==> config.mk <==
export PLATFORM = sky130hd
export DESIGN_NAME = axi_rd_arbiter
export DESIGN_NICKNAME = d
export VERILOG_FILES = /design/src/rtl/axi_pkg.sv /design/src/rtl/rr_arbiter.sv /design/src/rtl/axi_rd_arbiter.sv
export SDC_FILE = /design/constraint.sdc
export NUM_CORES = 1
export LEC_CHECK = 0
export ABC_AREA = 1
export BUFFER_PORTS_ARGS = -buffer_cell sky130_fd_sc_hd__buf_2
export CAP_MARGIN = 10
export CELL_PAD_IN_SITES_DETAIL_PLACEMENT = 0
export CELL_PAD_IN_SITES_GLOBAL_PLACEMENT = 1
export CORE_MARGIN = 2
export CORE_UTILIZATION = 28
export CTS_CLUSTER_DIAMETER = 60
export DETAILED_ROUTE_END_ITERATION = 10
export PLACE_DENSITY = 0.88
export SLEW_MARGIN = 15
export SYNTH_ARGS = -nofsm -noshare
export SYNTH_HDL_FRONTEND = slang
export SYNTH_HIERARCHICAL = 1
export SYNTH_SLANG_ARGS = --single-unit
==> constraint.sdc <==
create_clock -name clk -period 1.55 [get_ports clk]
set_input_delay 0.155 -clock clk [delete_from_list [all_inputs] [get_ports clk]]
set_output_delay 0.155 -clock clk [all_outputs]
set_load 0.05 [all_outputs]
==> src/rtl/axi_pkg.sv <==
// Shared types for the AXI read arbiter: FSM state, AR request bundle
// and AXI encoding constants. Imported by rr_arbiter and axi_rd_arbiter.
package axi_pkg;

    typedef enum logic [1:0] {
        IDLE = 2'd0,
        ADDR = 2'd1,
        DATA = 2'd2
    } ArbState;

    localparam logic [1:0] AXI_BURST_INCR = 2'b01;
    localparam logic [2:0] AXI_SIZE_4B    = 3'b010;

    // Widest address the registered AR bundle can hold.
    localparam int AXI_MAX_ADDR_W = 64;

    typedef struct packed {
        logic [AXI_MAX_ADDR_W-1:0] addr;
        logic [7:0]                len;
        logic [2:0]                size;
    } AxiArReqSt;

    function automatic int idx_w(input int n);
        return (n > 1) ? $clog2(n) : 1;
    endfunction

endpackage

==> src/rtl/rr_arbiter.sv <==
// Combinational arbiter: picks the first set request at or after ptr.
// Ports: req (request vector), ptr (search start), gnt (one-hot), idx, any.
module rr_arbiter
    import axi_pkg::*;
#(
    parameter int NUM_REQ = 2,
    parameter int PW      = idx_w(NUM_REQ)
) (
    input  logic [NUM_REQ-1:0] req,
    input  logic [PW-1:0]      ptr,
    output logic [NUM_REQ-1:0] gnt,
    output logic [PW-1:0]      idx,
    output logic               any
);

    always_comb begin
        int k;
        gnt = '0;
        idx = '0;
        any = 1'b0;
        k   = 0;
        for (int i = 0; i < NUM_REQ; i++) begin
            k = int'(ptr) + i;
            if (k >= NUM_REQ) begin
                k = k - NUM_REQ;
            end
            if (!any && req[k]) begin
                any    = 1'b1;
                gnt[k] = 1'b1;
                idx    = PW'(k);
            end
        end
    end

endmodule

==> src/rtl/axi_rd_arbiter.sv <==
// Shares one AXI4 read channel between NUM_REQ requesters, one burst at a
// time. Ports: req_* (request in, one-hot req_ready), rsp_* (beats routed to
// the owner), ar_* / r_* (AXI AR and R channels). Build option
// AXI_RD_ARB_RR_EN selects round-robin; otherwise lowest index wins.
module axi_rd_arbiter
    import axi_pkg::*;
#(
    parameter int NUM_REQ    = 2,
    parameter int ADDR_WIDTH = 32,
    parameter int DATA_WIDTH = 32,
    parameter int ID_WIDTH   = 4
) (
    input  logic                          clk,
    input  logic                          rst_n,
    input  logic [NUM_REQ-1:0]            req_valid,
    output logic [NUM_REQ-1:0]            req_ready,
    input  logic [NUM_REQ*ADDR_WIDTH-1:0] req_addr,
    input  logic [NUM_REQ*8-1:0]          req_len,
    input  logic [NUM_REQ*3-1:0]          req_size,
    output logic [NUM_REQ-1:0]            rsp_valid,
    input  logic [NUM_REQ-1:0]            rsp_ready,
    output logic [DATA_WIDTH-1:0]         rsp_data,
    output logic                          rsp_last,
    output logic [1:0]                    rsp_resp,
    output logic                          ar_valid,
    input  logic                          ar_ready,
    output logic [ID_WIDTH-1:0]           ar_id,
    output logic [ADDR_WIDTH-1:0]         ar_addr,
    output logic [7:0]                    ar_len,
    output logic [2:0]                    ar_size,
    output logic [1:0]                    ar_burst,
    input  logic                          r_valid,
    output logic                          r_ready,
    input  logic [DATA_WIDTH-1:0]         r_data,
    input  logic                          r_last,
    input  logic [1:0]                    r_resp,
    input  logic [ID_WIDTH-1:0]           r_id
);

    localparam int PW = idx_w(NUM_REQ);

    ArbState              state_q;
    ArbState              state_d;
    logic [PW-1:0]        owner_q;
    AxiArReqSt            ar_q;
    logic [NUM_REQ-1:0]   gnt;
    logic [PW-1:0]        gnt_idx;
    logic                 gnt_any;
    logic [PW-1:0]        arb_ptr;
    logic                 grant;

    // Single outstanding burst, so r_id carries no routing information.
    logic [AXI_MAX_ADDR_W+ID_WIDTH-1:0] unused_bits;
    assign unused_bits = {ar_q.addr, r_id};

    assign grant = rst_n && (state_q == IDLE) && gnt_any;

    rr_arbiter #(
        .NUM_REQ (NUM_REQ),
        .PW      (PW)
    ) u_arb (
        .req (req_valid),
        .ptr (arb_ptr),
        .gnt (gnt),
        .idx (gnt_idx),
        .any (gnt_any)
    );

`ifdef AXI_RD_ARB_RR_EN
    logic [PW-1:0] rr_ptr;

    always_ff @(posedge clk or negedge rst_n) begin
        if (!rst_n) begin
            rr_ptr <= '0;
        end else if (grant) begin
            rr_ptr <= (gnt_idx == PW'(NUM_REQ - 1)) ? '0 : gnt_idx + 1'b1;
        end
    end

    assign arb_ptr = rr_ptr;
`else
    assign arb_ptr = '0;
`endif

    always_ff @(posedge clk or negedge rst_n) begin
        if (!rst_n) begin
            state_q <= IDLE;
            owner_q <= '0;
            ar_q    <= '0;
        end else begin
            state_q <= state_d;
            if (grant) begin
                owner_q   <= gnt_idx;
                ar_q.addr <= AXI_MAX_ADDR_W'(
                    req_addr[gnt_idx*ADDR_WIDTH +: ADDR_WIDTH]);
                ar_q.len  <= req_len[gnt_idx*8 +: 8];
                ar_q.size <= req_size[gnt_idx*3 +: 3];
            end
        end
    end

    always_comb begin
        state_d   = state_q;
        req_ready = '0;
        ar_valid  = 1'b0;
        ar_id     = '0;
        ar_addr   = '0;
        ar_len    = '0;
        ar_size   = '0;
        ar_burst  = '0;
        r_ready   = 1'b0;
        rsp_valid = '0;
        rsp_data  = '0;
        rsp_last  = 1'b0;
        rsp_resp  = '0;
        unique case (state_q)
            IDLE: begin
                if (grant) begin
                    req_ready = gnt;
                    state_d   = ADDR;
                end
            end
            ADDR: begin
                ar_valid = 1'b1;
                ar_id    = ID_WIDTH'(owner_q);
                ar_addr  = ar_q.addr[ADDR_WIDTH-1:0];
                ar_len   = ar_q.len;
                ar_size  = ar_q.size;
                ar_burst = AXI_BURST_INCR;
                if (ar_ready) begin
                    state_d = DATA;
                end
            end
            DATA: begin
                rsp_valid[owner_q] = r_valid;
                r_ready            = rsp_ready[owner_q];
                rsp_data           = r_data;
                rsp_last           = r_last;
                rsp_resp           = r_resp;
                if (r_valid && rsp_ready[owner_q] && r_last) begin
                    state_d = IDLE;
                end
            end
            default: state_d = IDLE;
        endcase
    end

endmodule

==> metrics.csv <==
metric;value;unit
rsz0062_at_grt;yes;
drt_iter0_drc;76;
cp.required;1.39;ns
power_switching_share;0.502;
hold_class;in2async;
via_per_inst;4.12;
drv_slew;0;
layout_common_cells;nand2_1, inv_1, buf_2;
cpPeakStageDelay;0.40;ns
status;complete, but fails checks;
final_common_cell;nand2_1;
hold_ws;0.0577;ns
critPathMaxFanout;19;
critical_path_buf_inv_count;4;
leakage;0.00320;uW
placed_area;4580;um^2
setup_slack;-0.0292;ns
synth_area_per_cell;5.91;um^2
path_delay_family;buffers and inverters;
clock_skew;0.00515;ns
slew_headroom;0.609;
total_power;9420;uW
postRouteWirelength;10200;um
drc_errors;0;
seqPwrFrac;0.227;
crit_cells;6;
period_minus_slack;1.58;ns
dieArea;12200;um^2
wire_per_inst;11.4;um
clk_pin_slew_worst_paths;0.06;ns
io_buffers;214;
grt_max_degree;65;
synth-seq-cells;46;
p_sw;4730;uW
syn-instance-count;539;
antenna_found_initial;2;
ant_nets;0;
p_per_area;1710;nW/um^2
synth_cell_type_count;18;
die_h;111;um
crit_path_end;r_ready;
track_usage;0.163;
nFillCells;1124;
syn2layout_area_growth;73.3;%
cp-startpoint;state_q[1];
final_area;5520;um^2
slowest_stage;dfrtp_1;
finalHoldViolations;0;
initial_utilization;0.290;
yosys_warnings;6;
stdcell_count;897;
fin_crit_sh;1.02;
end_kind;primary output;
rr_worst_depth;7;
cap_violations;0;
dpl.hpwl;7450;um
cts_tree;done;
crit_arrival;1.42;ns
pwr-share-clk;0.131;
core_area;11000;um^2
r2r-start;state_q[1];
cts_buffer_depth;2;
netlist_area;3190;um^2
grt_pass1_wl;16500;um
htree_levels;2;
drt_pass1_iterations;4;
yosysSeqAreaShare;0.361;
path_cells;inv_2, nor2_4, inv_4, buf_16, a21oi_4, buf_6;
insertion_delay;0.29;ns
placementRows;38;
p_comb_frac;0.642;
cts_root_buffer;clkbuf_16;
vias;3694;
peakVddDrop;1030;uV
cts.sinks;46;
critPathLaunchType;flop;
placedCellCount;883;
grt_pass1_vias;3551;
violations;setup timing;
crit_type;reg2out;
finalNetCount;888;
reg2reg_slack;0.08;ns
gr-total-overflow;0;
routabilityCongestion;0.726;
finalSetupViolCount;17;
worstReg2RegEnd;ar_q[26];
worstMarginPinSlew;0.587;ns
num_io_pins;223;
drive_above_1_share;0.425;
max_freq;0.633;GHz
fp.dieW;111;um
internal_power;4690;uW
cts-buffers-inserted;5;
dp_slack;0.0444;ns
[through the flow]
step	setup TNS [ns]	util
3_5_place_dp	0	0.417
6_report	-0.164	0.503
3_3_place_gp	0	0.417
5_1_grt	-5.89	0.503
4_1_cts	-0.971	0.476
2_1_floorplan	-15.30	-
[synthesized netlist by cell type, drive strengths merged]
cell type | count | area (um^2)
a21oi | 1 | 5.00
buf | 26 | 203
clkbuf | 5 | 21.3
conb | 1 | 3.75
dfrtp | 46 | 1150
inv | 134 | 503
nand2 | 190 | 713
nand4 | 1 | 6.26
nor2 | 89 | 349
nor3 | 2 | 10.0
o21ai | 44 | 220
[registers in the layout, summed over array words and instances, names as in the netlist]
register  count
ar_q         43
state_q       2
owner_q       1
[metal layers]
layer | GRT usage | part of all wire | routed length, um | vias up
met5 | 0 | 0 | 0 | -
met4 | 0.0417 | 0.0056 | 57 | 0
met3 | 0.0519 | 0.078 | 797 | 5
met2 | 0.292 | 0.52 | 5320 | 152
met1 | 0.187 | 0.40 | 4070 | 1602
li1 | - | - | - | 1935
[power by group through the flow]
stage               registers, uW  logic (uW)  clock network, uW
finish                       2140        6050               1240
floorplan                    2060        3810                  0
detailed placement           2140        4930                  0
global placement             2130        4900                  0
CTS                          2140        5650               1280
global route                 2230        6520               1330
[layout make-up]
cell class	instances	area, um^2	share of cell area
Multi-Input combinational cell	335	1660	0.301
Tap cell	140	175	0.0317
Timing Repair Buffer	233	1850	0.335
Clock inverter	1	30.0	0.00544
Clock buffer	6	139	0.0252
Inverter	134	508	0.0920
Sequential cell	46	1150	0.209
Antenna cell	2	5.00	0.000907
[repair_timing]
action	in CTS	in global routing
hold endpoints to repair	2	0
endpoints found under the setup margin	84	84
cloned	1	1
hold buffers	1	0
pin swaps	1	1
resized for setup	142	65
buffers inserted	1	1
[worst min-delay path by stage]
stage	to	slack (ns)	cells after the start
after global routing	state_q[1]	0.09	3
final	ar_q[35]	0.06	2
after floorplan	ar_q[0]	-0.14	0
after CTS	state_q[0]	0.07	2
after detailed placement	ar_q[17]	-0.0004	1
after global placement	ar_q[17]	-0.003	1
[cells by family (layout without fill, tap and decap cells)]
| group | after synthesis | count (layout) | share of synthesized area |
|---|---|---|---|
| buf+inv | 165 | 374 | 0.228 |
| simple gates | 282 | 282 | 0.339 |
| flops | 46 | 46 | 0.361 |
| compound gates | 45 | 45 | 0.0707 |
| other cells | 1 | 10 | 0.00118 |
Note: power is estimated with default switching activity, not from simulation.
